### src/rtl/of_pipe_stage.sv
// SimpleRISC operand-fetch stage: decode, immediate/branch-target generation, register read,
// RAW/WAW scoreboard and a registered valid/ready output. Optional macro: OF_WB_BYPASS_EN.
module of_pipe_stage #(
    parameter int XLEN = 32,
    parameter int NREG = 16,
    localparam int RAW = $clog2(NREG)
) (
    input  logic            clk,
    input  logic            rst,
    input  logic            flush,

    input  logic            in_valid,
    output logic            in_ready,
    input  logic [31:0]     in_instr,
    input  logic [XLEN-1:0] in_pc,

    output logic [RAW-1:0]  rf_addr1,
    output logic [RAW-1:0]  rf_addr2,
    input  logic [XLEN-1:0] rf_data1,
    input  logic [XLEN-1:0] rf_data2,

    input  logic            wb_en,
    input  logic [RAW-1:0]  wb_addr,
    input  logic [XLEN-1:0] wb_data,

    output logic            out_valid,
    input  logic            out_ready,
    output logic [4:0]      out_opcode,
    output logic            out_I,
    output logic [RAW-1:0]  out_rd,
    output logic [XLEN-1:0] out_pc,
    output logic [XLEN-1:0] out_immx,
    output logic [XLEN-1:0] out_branch_target,
    output logic [XLEN-1:0] out_op1,
    output logic [XLEN-1:0] out_op2
);

    localparam logic [4:0]     OP_ST   = 5'd15;
    localparam logic [4:0]     OP_CALL = 5'd19;
    localparam logic [4:0]     OP_RET  = 5'd20;
    localparam logic [RAW-1:0] REG_RA  = RAW'(NREG - 1);

    function automatic logic [RAW-1:0] reg_field(input logic [3:0] f);
        return RAW'(f);
    endfunction

    function automatic logic writes_rd(input logic [4:0] op);
        case (op)
            5'd0, 5'd1, 5'd2, 5'd3, 5'd4,
            5'd6, 5'd7, 5'd8, 5'd9, 5'd10, 5'd11, 5'd12,
            5'd14:   writes_rd = 1'b1;
            default: writes_rd = 1'b0;
        endcase
    endfunction

    logic [4:0]      opcode;
    logic            imm_flag;
    logic [RAW-1:0]  rd;
    logic [RAW-1:0]  rs1;
    logic [RAW-1:0]  rs2;
    logic [RAW-1:0]  dest;
    logic            is_ret;
    logic            is_st;
    logic            is_writer;
    logic            chk_src2;
    logic [XLEN-1:0] immx;
    logic [XLEN-1:0] branch_target;

    assign opcode    = in_instr[31:27];
    assign imm_flag  = in_instr[26];
    assign rd        = reg_field(in_instr[25:22]);
    assign rs1       = reg_field(in_instr[21:18]);
    assign rs2       = reg_field(in_instr[17:14]);
    assign is_ret    = (opcode == OP_RET);
    assign is_st     = (opcode == OP_ST);
    assign is_writer = writes_rd(opcode) || (opcode == OP_CALL);
    assign dest      = (opcode == OP_CALL) ? REG_RA : rd;
    assign chk_src2  = !imm_flag || is_st;

    assign rf_addr1 = is_ret ? REG_RA : rs1;
    assign rf_addr2 = is_st  ? rd     : rs2;

    // Modifier 11 is reserved and behaves like the default sign-extension.
    always_comb begin
        case (in_instr[17:16])
            2'b01:   immx = XLEN'(in_instr[15:0]);
            2'b10:   immx = XLEN'($signed({in_instr[15:0], 16'h0000}));
            default: immx = XLEN'($signed(in_instr[15:0]));
        endcase
    end

    assign branch_target = in_pc + XLEN'($signed({in_instr[26:0], 2'b00}));

    logic [NREG-1:0] busy;
    logic [NREG-1:0] busy_next;
    logic            out_writer;
    logic [RAW-1:0]  out_dest;
    logic            held1;
    logic            held2;
    logic            held_d;
    logic            byp1;
    logic            byp2;
    logic            haz1;
    logic            haz2;
    logic            haz_d;
    logic            hazard;
    logic            out_fire;
    logic            load;
    logic [XLEN-1:0] op1_next;
    logic [XLEN-1:0] op2_next;

    // A writer still sitting in the output register has not reached the scoreboard yet.
    assign held1  = out_valid && out_writer && (out_dest == rf_addr1);
    assign held2  = out_valid && out_writer && (out_dest == rf_addr2);
    assign held_d = out_valid && out_writer && (out_dest == dest);

`ifdef OF_WB_BYPASS_EN
    assign byp1 = wb_en && (wb_addr == rf_addr1);
    assign byp2 = wb_en && (wb_addr == rf_addr2);
`else
    assign byp1 = 1'b0;
    assign byp2 = 1'b0;
`endif

    // Destination matches never use the bypass: the busy bit must clear before a new writer claims it.
    assign haz1   = held1 || (busy[rf_addr1] && !byp1);
    assign haz2   = chk_src2 && (held2 || (busy[rf_addr2] && !byp2));
    assign haz_d  = is_writer && (held_d || busy[dest]);
    assign hazard = haz1 || haz2 || haz_d;

    assign in_ready = !rst && !flush && !hazard && (!out_valid || out_ready);
    assign load     = in_valid && in_ready;
    assign out_fire = out_valid && out_ready && !flush;

    assign op1_next = byp1 ? wb_data : rf_data1;
    assign op2_next = byp2 ? wb_data : rf_data2;

    always_comb begin
        busy_next = busy;
        if (wb_en) begin
            busy_next[wb_addr] = 1'b0;
        end
        if (out_fire && out_writer) begin
            busy_next[out_dest] = 1'b1;
        end
    end

    always_ff @(posedge clk) begin
        if (rst) begin
            busy <= '0;
        end else begin
            busy <= busy_next;
        end
    end

    always_ff @(posedge clk) begin
        if (rst) begin
            out_valid         <= 1'b0;
            out_opcode        <= '0;
            out_I             <= 1'b0;
            out_rd            <= '0;
            out_pc            <= '0;
            out_immx          <= '0;
            out_branch_target <= '0;
            out_op1           <= '0;
            out_op2           <= '0;
            out_writer        <= 1'b0;
            out_dest          <= '0;
        end else if (flush) begin
            out_valid <= 1'b0;
        end else if (load) begin
            out_valid         <= 1'b1;
            out_opcode        <= opcode;
            out_I             <= imm_flag;
            out_rd            <= rd;
            out_pc            <= in_pc;
            out_immx          <= immx;
            out_branch_target <= branch_target;
            out_op1           <= op1_next;
            out_op2           <= op2_next;
            out_writer        <= is_writer;
            out_dest          <= dest;
        end else if (out_valid && out_ready) begin
            out_valid <= 1'b0;
        end
    end

endmodule

### config.mk
export PLATFORM = sky130hd
export DESIGN_NAME = of_pipe_stage
export DESIGN_NICKNAME = d
export VERILOG_FILES = /design/src/rtl/of_pipe_stage.sv
export SDC_FILE = /design/constraint.sdc
export NUM_CORES = 1
export LEC_CHECK = 0
export CAP_MARGIN = 20
export CELL_PAD_IN_SITES_DETAIL_PLACEMENT = 1
export CELL_PAD_IN_SITES_GLOBAL_PLACEMENT = 1
export CORE_MARGIN = 10
export CORE_UTILIZATION = 30
export CTS_BUF_LIST = sky130_fd_sc_hd__clkbuf_2
export DETAILED_ROUTE_END_ITERATION = 16
export HOLD_SLACK_MARGIN = 0.03
export PLACE_DENSITY = 0.88
export SYNTH_ARGS = -nofsm -noshare
export SYNTH_HDL_FRONTEND = slang
export SYNTH_SLANG_ARGS = --single-unit
### constraint.sdc
create_clock -name clk -period 2.6 [get_ports clk]
set_input_delay 0.39 -clock clk [delete_from_list [all_inputs] [get_ports clk]]
set_output_delay 0.39 -clock clk [all_outputs]
set_load 0.005 [all_outputs]
Yosys cells after proc, flatten, opt, wreduce, memory -nomap -nowiden
Memories as Yosys holds them, arrays and structs flattened. Cells that the tools add are included.

Reduce and logical (&&, ||, !) cells: 31. Add/sub/neg operators: 1. Mux-type cells: 19. Eq/ne operators: 8. $lt $le $gt $ge: 7. Bitwise logic cells: 4.

Operators by type and width (count): case mux 32 bit (2 select lines) (1); adder 32 bit (1); two-way mux 16 bit (2); less-than comparator 4 x 5 -> 1 bit (second input constant) (5); bitwise AND 16 bit (1); inverter 16 bit (1); bitwise OR 16 bit (1); logical AND 1 bit (15); binary-select mux 1 bit (select 4 bit) (3); == test 4 bit (3); two-way mux 4 bit (3); == test 5 bit (second input constant) (2); demux 1 bit (select 4 bit) (2); greater-or-equal comparator 4 x 1 -> 1 bit (second input constant) (2); logical OR 1 bit (8); two-way mux 1 bit (8); == test 5 x 4 -> 1 bit (second input constant) (1); zero test 1 bit (5); == test 2 x 1 -> 1 bit (second input constant) (1); == test 2 bit (second input constant) (1); AND reduction 2 bit (1); nonzero test 2 bit (1); OR reduction 2 bit (1); inverter 1 bit (1).

Flip-flop bits (word level): 192. Logic and storage cells: 83. Memories kept: 1. ROM bits: 16. Input port bits: 170. Output and inout port bits: 180.

Memory list: (name not given) (depth 16, width 1, read ports 1, clocked after Yosys merged registers in 0, wr ports 0, RTL line 48) `case (op)`.

Logic depth before layout (Yosys ltp)
Gate-level depths: netlist of the first run.

Depth after elaboration: 13. Mapped depth: 15. Depth with buffers taken out: 12.

Least setup slack after synthesis of the first run
Ideal clock, no wire load.

Path kind: input to register. From: in in_instr[11]. To: reg out_branch_target[31]. Setup slack: -0.244 ns. Setup time: 0.079 ns. Required time: 2.521 ns. Stages on the path: 10. Buffers on the path: 0. Arrival: 2.765 ns. Cells stage by stage: ha_1 -> and3_1 -> a221o_1 -> a221o_1 -> a31o_2 -> a2111oi_0 -> o21ai_0 -> o211ai_1 -> xnor2_1 -> a211oi_2.

Longest elaborated chain between the ends: 1.

RTL lines: start: declaration (RTL line 14) `input logic [31:0] in_instr,`; adder 32 bit (RTL line 92) `assign branch_target = in_pc + XLEN'($signed({in_instr[26:0], 2'b00}));`; end signal: assignment (RTL line 178) `out_branch_target <= branch_target;`; end: declaration (RTL line 33) `output logic [XLEN-1:0] out_branch_target,`.

No other way between the ends. A chain may end at the register's enable or synchronous reset.

Worst setup path after layout of the first run
From: reg busy[6]. To: out in_ready.

Longest elaborated chain between the ends: 9. Elaborated cells between the ends (all ways): 16. Those cells by class: mux: 6; reduce/logical: 10.

RTL lines: start: declaration (RTL line 94) `logic [NREG-1:0] busy;`; start signal: assignment (RTL line 152) `busy <= busy_next;`; binary-select mux 1 bit (select 4 bit) (RTL line 127) `assign haz2 = chk_src2 && (held2 || (busy[rf_addr2] && !byp2));`; two-way mux 1 bit (implied by the code) (RTL line 127); logical OR 1 bit (RTL line 127); logical AND 1 bit (RTL line 127); logical OR 1 bit (RTL line 129) `assign hazard = haz1 || haz2 || haz_d;`; logical OR 1 bit * (RTL line 129); zero test 1 bit * (RTL line 131) `assign in_ready = !rst && !flush && !hazard && (!out_valid || out_ready);`; logical AND 1 bit * (2 in series) (RTL line 131); end: declaration (RTL line 13) `output logic in_ready,`.

Mark *: on every way between the ends. The rest lies on a longest branch, timed or not. The select of a mux whose other input is x is not followed.

==> results_dict.tcl, run 1 <==
set metrics [dict create \
    syn-num-nets 1255 \
    timing.final.ws_setup_ns -0.582 \
    ys.flop_type "dfxtp_1" \
    finalHoldViolations 0 \
    synth_top_cell_area_share_pct 40.2 \
    power.density_mw_per_mm2 407 \
    synth_most_common_cell "dfxtp_1" \
    drt_first_pass_iters 5 \
    wl_met3_um 2980 \
    ys_warn_count 0 \
    clock_skew_ns 0.0479 \
    final_nets 1759 \
    critPathSlowestCell "mux4_2" \
    critical-path-top-delay-family "simple AND/OR/NAND/NOR gates" \
    critical_path_arrival_ns 2.79 \
    period_share_pct 122 \
    max_slew_margin_pct 40.9 \
    clock_path_buffers 2 \
    yosysTopAreaCell "dfxtp_1" \
    vias_per_cell 5.21 \
    hp-start "rf_data2[11]" \
    netlist_area_mm2 0.00946 \
    rsz0062_at_grt "yes" \
    cp.required_ns 2.21 \
    ys_types 73 \
    cp.depth 7 \
    stdcell_count 1973 \
    startpoint_type "flop" \
    die_h_um 198 \
    ctsRootBufferMaster "clkbuf_2" \
    coreArea_mm2 0.0308 \
    cp_max_fo 2 \
    nFillCells 3414 \
    reg2reg_depth 13 \
    async_flop_share_pct 0 \
    cts_tree "yes" \
    power.total_w 0.00658 \
    cts_buffers 17 \
    clk_latency_ns 0.82 \
    yosys_register_bits 190 \
    hold_path.class "in -> reg" \
    postSynthCellCount 1053 \
    synth_top_cells_by_count "190 x dfxtp_1, 163 x nor2_1, 134 x mux2i_1" \
    remaining_drc_errors 0 \
    route.met2.wl_um 23500 \
    dp.cells 1891 \
    overflow 0 \
    dp_slack_ns -1.06 \
    whs_ns 0.150 \
    vdd_drop_max_mv 0.338 \
    crit_buf_inv 1 \
    slowest_delay_ns 0.44 \
    end_kind "output port" \
    rows 64 \
    wl_per_cell_um 23.6 \
    htree_levels 4 \
    yosys-top-cells-area "dfxtp_1 40%, mux2i_1 14%, nor2_1 6.5%" \
    holdPathStages 3 \
    grt_pass1_vias 11300 \
    grt_first_pass_wirelength_um 69300 \
    syn_area_per_cell_um2 8.98 \
    startpoint "busy[6]" \
    gp_congestion 0.915 \
    setup_viol 175 \
    maxUsedRoutingLayer "met4" \
    start_util_pct 30.7 \
    ant_nets 0 \
    status "complete, but fails checks" \
    drt_iter0_drc 394 \
    max_cap_violations 0 \
    grt_max_degree 71 \
    violations "negative setup slack" \
    synth_edf_count 0 \
    antenna_found_initial 8 \
    dieArea_mm2 0.0390 \
    cts.clk_slew.worst_paths_ns 0.31 \
    slew_viol_final 0 \
    timing.rr.start "busy[6]" \
    m1WireLength_um 17900 \
    wl_um 46500 \
    io_pins 350 \
    ys_seq_area_share_pct 40.2 \
    utilization_pct 52.4 \
    dp_hpwl_um 33300 \
    fmax_mhz 314 \
    dieWidth_um 198 \
    cp_cell_sequence "or2_2 > mux4_2 > nor3b_1 > o32ai_2 > o311a_1 > and3_4 > buf_6" \
    grt_usage_pct 23.1 \
    layout-drive-gt1-share_pct 26.1 \
    syn2layout_area_growth_pct 71.0 \
    cts_sinks 190 \
    period_needed_ns 3.18 \
    worst_slew_pin_slew_ns 0.886 \
    numPortBuffers 317 \
    crit_type "reg -> out" \
    power_leakage_nw 6.01 \
    vias 10300 \
]
==> worst min-delay path: stages <==
cell	delay, ns
clkdlybuf4s50_1	0.41
mux2i_1	0.14
nor2_1	0.05
==> worst paths after layout <==
kind                 end  slack [ns]
max             in_ready       -0.58
min          out_op2[11]        0.15
max reg2reg  out_op1[19]       -0.42
min reg2reg  out_immx[9]        0.48
==> layer usage <==
metal | GRT usage [%] | vias to the layer above
li1 | - | 4768
met5 | 0 | -
met4 | 11.8 | 0
met2 | 40.5 | 364
met3 | 5.98 | 95
met1 | 25.3 | 5054
==> sequential cells by signal, indices dropped and copies added (netlist names) <==
signal,cells
out_dest,4
out_immx,32
out_rd,4
out_pc,32
out_valid,1
out_writer,1
busy,16
out_opcode,5
out_op2,32
out_branch_target,30
out_op1,32
out_I,1
==> per-stage QoR <==
stage	TNS [ns]	instance area, µm²
6_report	-54.95	16200
2_1_floorplan	-2.95	9630
4_1_cts	-40.76	16100
3_3_place_gp	-147.96	14500
3_5_place_dp	-169.86	14500
5_1_grt	-73.84	16200
==> layout by cell type (no fill, tap or decap), drive strengths merged, types with 4 or more instances in the layout <==
cell and count:
nor3 40, a21oi 70, mux4 4, o211ai 5
buf 228, inv 19, o21a 10, o21ai 38
nand2b 17, xnor2 15, clkdlybuf4s50 310, nand3b 4
ha 31, nand2 67, o31ai 5, a211oi 28
a2111oi 5, mux2i 134, o221ai 4, a31o 4
clkinv 9, or2 6, nand3 30, and3 9
a21o 7, a22o 5, diode 8, xor2 10
nor2 163, dlygate4sd3 4, clkbuf 22, nor2b 5
nor4 6, dfxtp 190
==> power by group <==
part	internal [W]	total, W	leakage (nW)	switching [W]
Clock	0.000445	0.00157	0.140	0.00112
Combinational	0.00102	0.00193	4.33	0.000909
Sequential	0.00302	0.00308	1.54	0.0000620
==> cell families after synthesis <==
kind of cell | share of synthesized area (%)
AO/OA/AOI/OAI | 15.1
flip-flops | 40.2
XOR/XNOR | 2.32
multiplexers | 15.4
buffers and inverters | 4.76
adder cells (fa/ha/maj) | 4.31
AND/OR/NAND/NOR | 17.9
==> repair_timing <==
action / in CTS / in global routing
gates cloned: 19 / 2
resized for setup: 145 / 96
hold buffers: 4 / 0
setup buffers: 28 / 14
endpoints found under the setup margin: 176 / 180
pin swaps: 58 / 21
hold endpoints to repair: 4 / 0
==> cell type report <==
type	count	area (µm²)	area share, %
inverter	19	76.3	0.472
timing repair buffer	549	5570	34.4
clock inverter	13	143	0.882
tap	396	495	3.06
antenna	8	20.0	0.124
multi-input combinational	780	5970	36.9
clock buffer	18	90.1	0.557
sequential	190	3800	23.5
No activity file was read; power rests on OpenSTA's default activity.
==> run 2, diff against run 1 <==
- CORE_UTILIZATION: 30 -> 43
- DONT_BUFFER_PORTS: unset -> 1
==> run 2 against run 1 <==
The flow finishes with violations (negative hold slack, negative setup slack). Die area is 27% lower. Final cell count fell by 26%. Sequential power rose by 1%. Worst hold slack got worse by 0.52 ns. Setup slack better by 0.053 ns. Non-clock buffer count decreased by 397. First-iteration DRC count increased by 57%. Maximum frequency up 1.7%. Utilization up 4.4 points. Via count down 12%. Count of clock-buffer cells in the layout fell by 1. Critical endpoint unchanged.
==> results_dict.tcl, run 2 (synthesized netlist as in run 1, its figures left out) <==
set metrics [dict create \
    clock_path_buffers 2 \
    multi_input_area_mm2 0.00593 \
    cp_max_fo 2 \
    vdd_drop_max_mv 0.265 \
    gp_congestion 0.886 \
    status "complete, but fails checks" \
    syn2layout_area_growth_pct 30.9 \
    wl_um 40900 \
    dp_slack_ns -0.371 \
    max_cap_violations 0 \
    dieWidth_um 168 \
    critPathSlowestCell "mux4_2" \
    rsz0062_at_grt "yes" \
    coreArea_mm2 0.0218 \
    clock_skew_ns 0.0857 \
    final_nets 1362 \
    layout-drive-gt1-share_pct 26.2 \
    crit_type "reg -> out" \
    cts_tree "yes" \
    timing.final.ws_setup_ns -0.529 \
    cp.required_ns 2.21 \
    cts_sinks 190 \
    vias_per_cell 6.22 \
    critical_path_arrival_ns 2.74 \
    slew_viol_final 0 \
    overflow 0 \
    cts_buffers 17 \
    io_pins 350 \
    grt_first_pass_wirelength_um 52600 \
    drt_iter0_drc 620 \
    place_area_mm2 0.0104 \
    fmax_mhz 320 \
    drt_first_pass_iters 6 \
    worst_slew_pin_slew_ns 0.813 \
    hold_path.class "in -> reg" \
    cp_cell_sequence "or2_0 > mux4_2 > nor3b_1 > o32ai_2 > o311a_1 > and3_4" \
    period_needed_ns 3.13 \
    setup_viol 175 \
    ctsRootBufferMaster "clkbuf_2" \
    dp_hpwl_um 25800 \
    whs_ns -0.373 \
    final_common_cell "dfxtp_1" \
    violations "negative hold slack, negative setup slack" \
    power.total_w 0.00597 \
    power.density_mw_per_mm2 482 \
    nFillCells 2374 \
    dieArea_mm2 0.0283 \
    rows 54 \
    clk_latency_ns 0.83 \
    grt_pass1_vias 9140 \
    max_slew_margin_pct 45.8 \
    power_leakage_nw 4.51 \
    design_area_mm2 0.0124 \
    grt_max_degree 192 \
    grt_usage_pct 23.1 \
    tns_ns -44.77 \
    vias 9047 \
    wl_per_cell_um 28.1 \
    die_h_um 168 \
    ant_nets 0 \
    end_kind "output port" \
    antenna_found_initial 1 \
    htree_levels 4 \
    slowest_delay_ns 0.46 \
    numPortBuffers 0 \
    layout_common_cells "186 x dfxtp_1, 146 x nor2_1, 115 x mux2i_1" \
    finalHoldViolations 172 \
    period_share_pct 120 \
    start_util_pct 43.5 \
    remaining_drc_errors 0 \
    regArea_mm2 0.00381 \
    startpoint_type "flop" \
    cts_hold_buf 19 \
    cts.clk_slew.worst_paths_ns 0.38 \
]
run 2: cell count changes in the layout (fill, tap and decap cells not counted), moves of 15 or more:
cell	previous run	this run
a211oi_1	6	21
buf_12	27	10
buf_4	168	73
clkbuf_16	2	22
clkdlybuf4s50_1	310	0
dlygate4sd3_1	4	19
run 2: what timing repair did:
action	in CTS	in global routing
buffers inserted	2	13
gates resized for setup	2	173
cloned	1	27
endpoints found under the hold margin	190	173
pin swaps	1	73
setup endpoints to repair	174	175
run 2: through the flow:
stage / std cells / hold slack [ns] / utilization [%]
finish: 1454 / -0.373 / 56.9
global route: 1454 / -0.451 / 56.9
CTS: 1412 / -0.472 / 50.0
detailed placement: 1359 / 0.473 / 47.7
global placement: 1359 / 0.458 / 47.7
floorplan: 1053 / 0.448 / -
run 2: power by group:
part	total (W)	internal [W]	switching, W
Clock	0.00161	0.000333	0.00127
Sequential	0.00312	0.00302	0.000103
Combinational	0.00124	0.000595	0.000640
Total	0.00597	0.00395	0.00202
run 2: routing by layer:
metal / track usage [%] / vias up / wire, µm
met5: 0 / - / 0
met4: 8.52 / 0 / 1750
met3: 9.66 / 133 / 3970
met2: 40.7 / 478 / 21200
met1: 23.9 / 4455 / 14000
li1: - / 3981 / -
run 2: worst max-delay path: cells and delay by family, from the launching register on:
family	cells	cell delay [ns]
simple gates	3	0.59
compound gates	2	0.52
flops	1	0.39
mux	1	0.46
run 2: final timing paths:
| path | endpoint | cells past startpoint | slack [ns] | from |
|---|---|---|---|---|
| max | in_ready | 6 | -0.53 | busy[2] |
| min | out_immx[8] | 2 | -0.37 | in_instr[8] |
| max reg2reg | out_op1[8] | 12 | -0.37 | busy[2] |
| min reg2reg | out_immx[11] | 2 | 0.53 | out_immx[11] |
run 2: area by class of cell:
| type | count | share of cell area, % |
|---|---|---|
| clock buffer | 17 | 0.687 |
| multi-input combinational | 780 | 47.9 |
| clock inverter | 14 | 1.35 |
| sequential | 190 | 30.8 |
| inverter | 19 | 0.647 |
| timing repair buffer | 152 | 15.7 |
| antenna | 2 | 0.0404 |
| tap | 280 | 2.83 |
==> run 3, diff against run 2 <==
- REMOVE_ABC_BUFFERS: unset -> 1
==> run 3 against run 2 <==
The flow still finishes with violations (negative hold slack, negative setup slack). Sequential share of layout area shrank 0.16 points. Non-clock buffer count grew 33. Count of clock-buffer cells in the layout is the same. Sequential power is essentially flat. Clock skew shrank 0.015 ns. Highest routed layer unchanged.
==> results_dict.tcl, run 3 (synthesized netlist as in run 1, its figures left out) <==
set metrics [dict create \
    status "complete, but fails checks" \
    violations "negative hold slack, negative setup slack" \
    power.density_mw_per_mm2 487 \
    final_nets 1395 \
    period_share_pct 123 \
    slowest_delay_ns 0.45 \
    cts_buffers 17 \
    setup_viol 173 \
    worst_slew_pin_slew_ns 0.783 \
    overflow 0 \
    die_h_um 168 \
    dp_slack_ns -0.637 \
    htree_levels 4 \
    syn2layout_area_growth_pct 31.6 \
    ctsRootBufferMaster "clkbuf_2" \
    cts.clk_slew.worst_paths_ns 0.40 \
    coreArea_mm2 0.0218 \
    vdd_drop_max_mv 0.326 \
    clock_skew_ns 0.0706 \
    cp.required_ns 2.21 \
    end_kind "output port" \
    hp-start "in_instr[8]" \
    layout_common_cells "184 x dfxtp_1, 155 x nor2_1, 117 x mux2i_1" \
    numPortBuffers 0 \
    clock_path_buffers 2 \
    m1WireLength_um 13900 \
    worstReg2RegEnd "out_op2[29]" \
    min_to "out_immx[8]" \
    final_common_cell "dfxtp_1" \
    gp_congestion 0.905 \
    grt_usage_pct 25.5 \
    fmax_mhz 314 \
    vias_per_cell 6.06 \
    remaining_drc_errors 0 \
    vias 9004 \
    slew_viol_final 0 \
    power_leakage_nw 4.66 \
    holdPathStages 2 \
    max_slew_margin_pct 47.8 \
    critPathSlowestCell "mux4_2" \
    tns_ns -51.95 \
    dieArea_mm2 0.0283 \
    utilization_pct 57.2 \
    grt_max_degree 192 \
    cp_cell_sequence "or2_0 > mux4_2 > o311a_1 > o32ai_2 > o311a_1 > and3_4" \
    period_needed_ns 3.19 \
    cts_sinks 190 \
    whs_ns -0.408 \
    timing.rr.start "busy[10]" \
    cts_tree "yes" \
    dp_hpwl_um 25000 \
    antenna_found_initial 2 \
    hold_path.class "in -> reg" \
    wl_met3_um 3480 \
    wl_um 38600 \
    startpoint_type "flop" \
    layout-drive-gt1-share_pct 25.6 \
    wl_per_cell_um 25.9 \
    maxUsedRoutingLayer "met4" \
    io_pins 350 \
    drt_iter0_drc 654 \
    ff2ff_setup_slack_ns -0.42 \
    grt_pass1_vias 9779 \
    finalHoldViolations 167 \
    crit_type "reg -> out" \
    grt_first_pass_wirelength_um 57500 \
    rows 54 \
    route.met2.wl_um 19800 \
    dieWidth_um 168 \
    critical_path_arrival_ns 2.80 \
    drt_first_pass_iters 5 \
    ant_nets 0 \
    clk_latency_ns 0.86 \
    cp_max_fo 2 \
    cpMostUsedCell "o311a_1" \
    start_util_pct 43.5 \
    rsz0062_at_grt "yes" \
    timing.final.ws_setup_ns -0.588 \
    max_cap_violations 0 \
    reg2reg_depth 14 \
]
run 3: cell types whose count changed in the layout (fill, tap and decap cells not counted), sizes merged:
cell,delta
dlygate4sd3,+3
inv,+1
clkinv,+1
clkbuf,-21
clkinvlp,-1
buf,+51
diode,-1
run 3: through the flow:
stage / cell area [µm²] / instances / power (W)
4_1_cts: 12200 / 1478 / 0.00600
2_1_floorplan: 9080 / 989 / 0.00379
5_1_grt: 12400 / 1487 / 0.00631
3_5_place_dp: 10400 / 1383 / 0.00410
6_report: 12400 / 1487 / 0.00607
3_3_place_gp: 10400 / 1383 / 0.00406
run 3: critical path, delay by kind of cell, from the launching register on:
family             cells  cell delay, ns
AOI/OAI and AO/OA      3            0.69
DFF                    1            0.40
muxes                  1            0.45
and+or+nand+nor        2            0.43
run 3: power by group:
group	switching (W)	internal (W)	leakage, nW
Clock	0.00134	0.000377	0.164
Sequential	0.0000995	0.00302	1.54
Combinational	0.000606	0.000619	2.95
Total	0.00205	0.00402	4.66
run 3: layout make-up:
class / count / area [µm²]
Tap cell: 280 / 350
Inverter: 19 / 73.8
Fill cell: 2400 / 9310
Clock buffer: 17 / 85.1
Timing Repair Buffer: 185 / 2260
Multi-Input combinational cell: 780 / 5660
Antenna cell: 1 / 2.50
Sequential cell: 190 / 3810
Clock inverter: 15 / 204
run 3: timing repair:
item,in CTS,in global routing
pin swaps,48,9
buffers inserted,24,4
resized for setup,107,45
hold endpoints to repair,190,173
hold buffers,19,3
gates cloned,20,1
endpoints found under the setup margin,169,175
run 3: how the worst max path moves through the flow:
| stage | start | end | slack (ns) | depth (start not counted) |
|---|---|---|---|---|
| 2_1_floorplan | in_instr[31] | out_immx[31] | -4.81 | 10 |
| 3_3_place_gp | in_instr[11] | out_branch_target[31] | -0.68 | 11 |
| 3_5_place_dp | in_instr[6] | out_branch_target[31] | -0.64 | 11 |
| 4_1_cts | busy[10] | in_ready | -0.61 | 6 |
| 5_1_grt | busy[2] | in_ready | -0.73 | 6 |
| 6_report | busy[10] | in_ready | -0.59 | 6 |
run 3: per-layer routing:
layer / up-vias / track usage [%]
li1: 4046 / -
met3: 99 / 8.71
met5: - / 0
met1: 4430 / 26.8
met4: 0 / 10.5
met2: 429 / 45.3
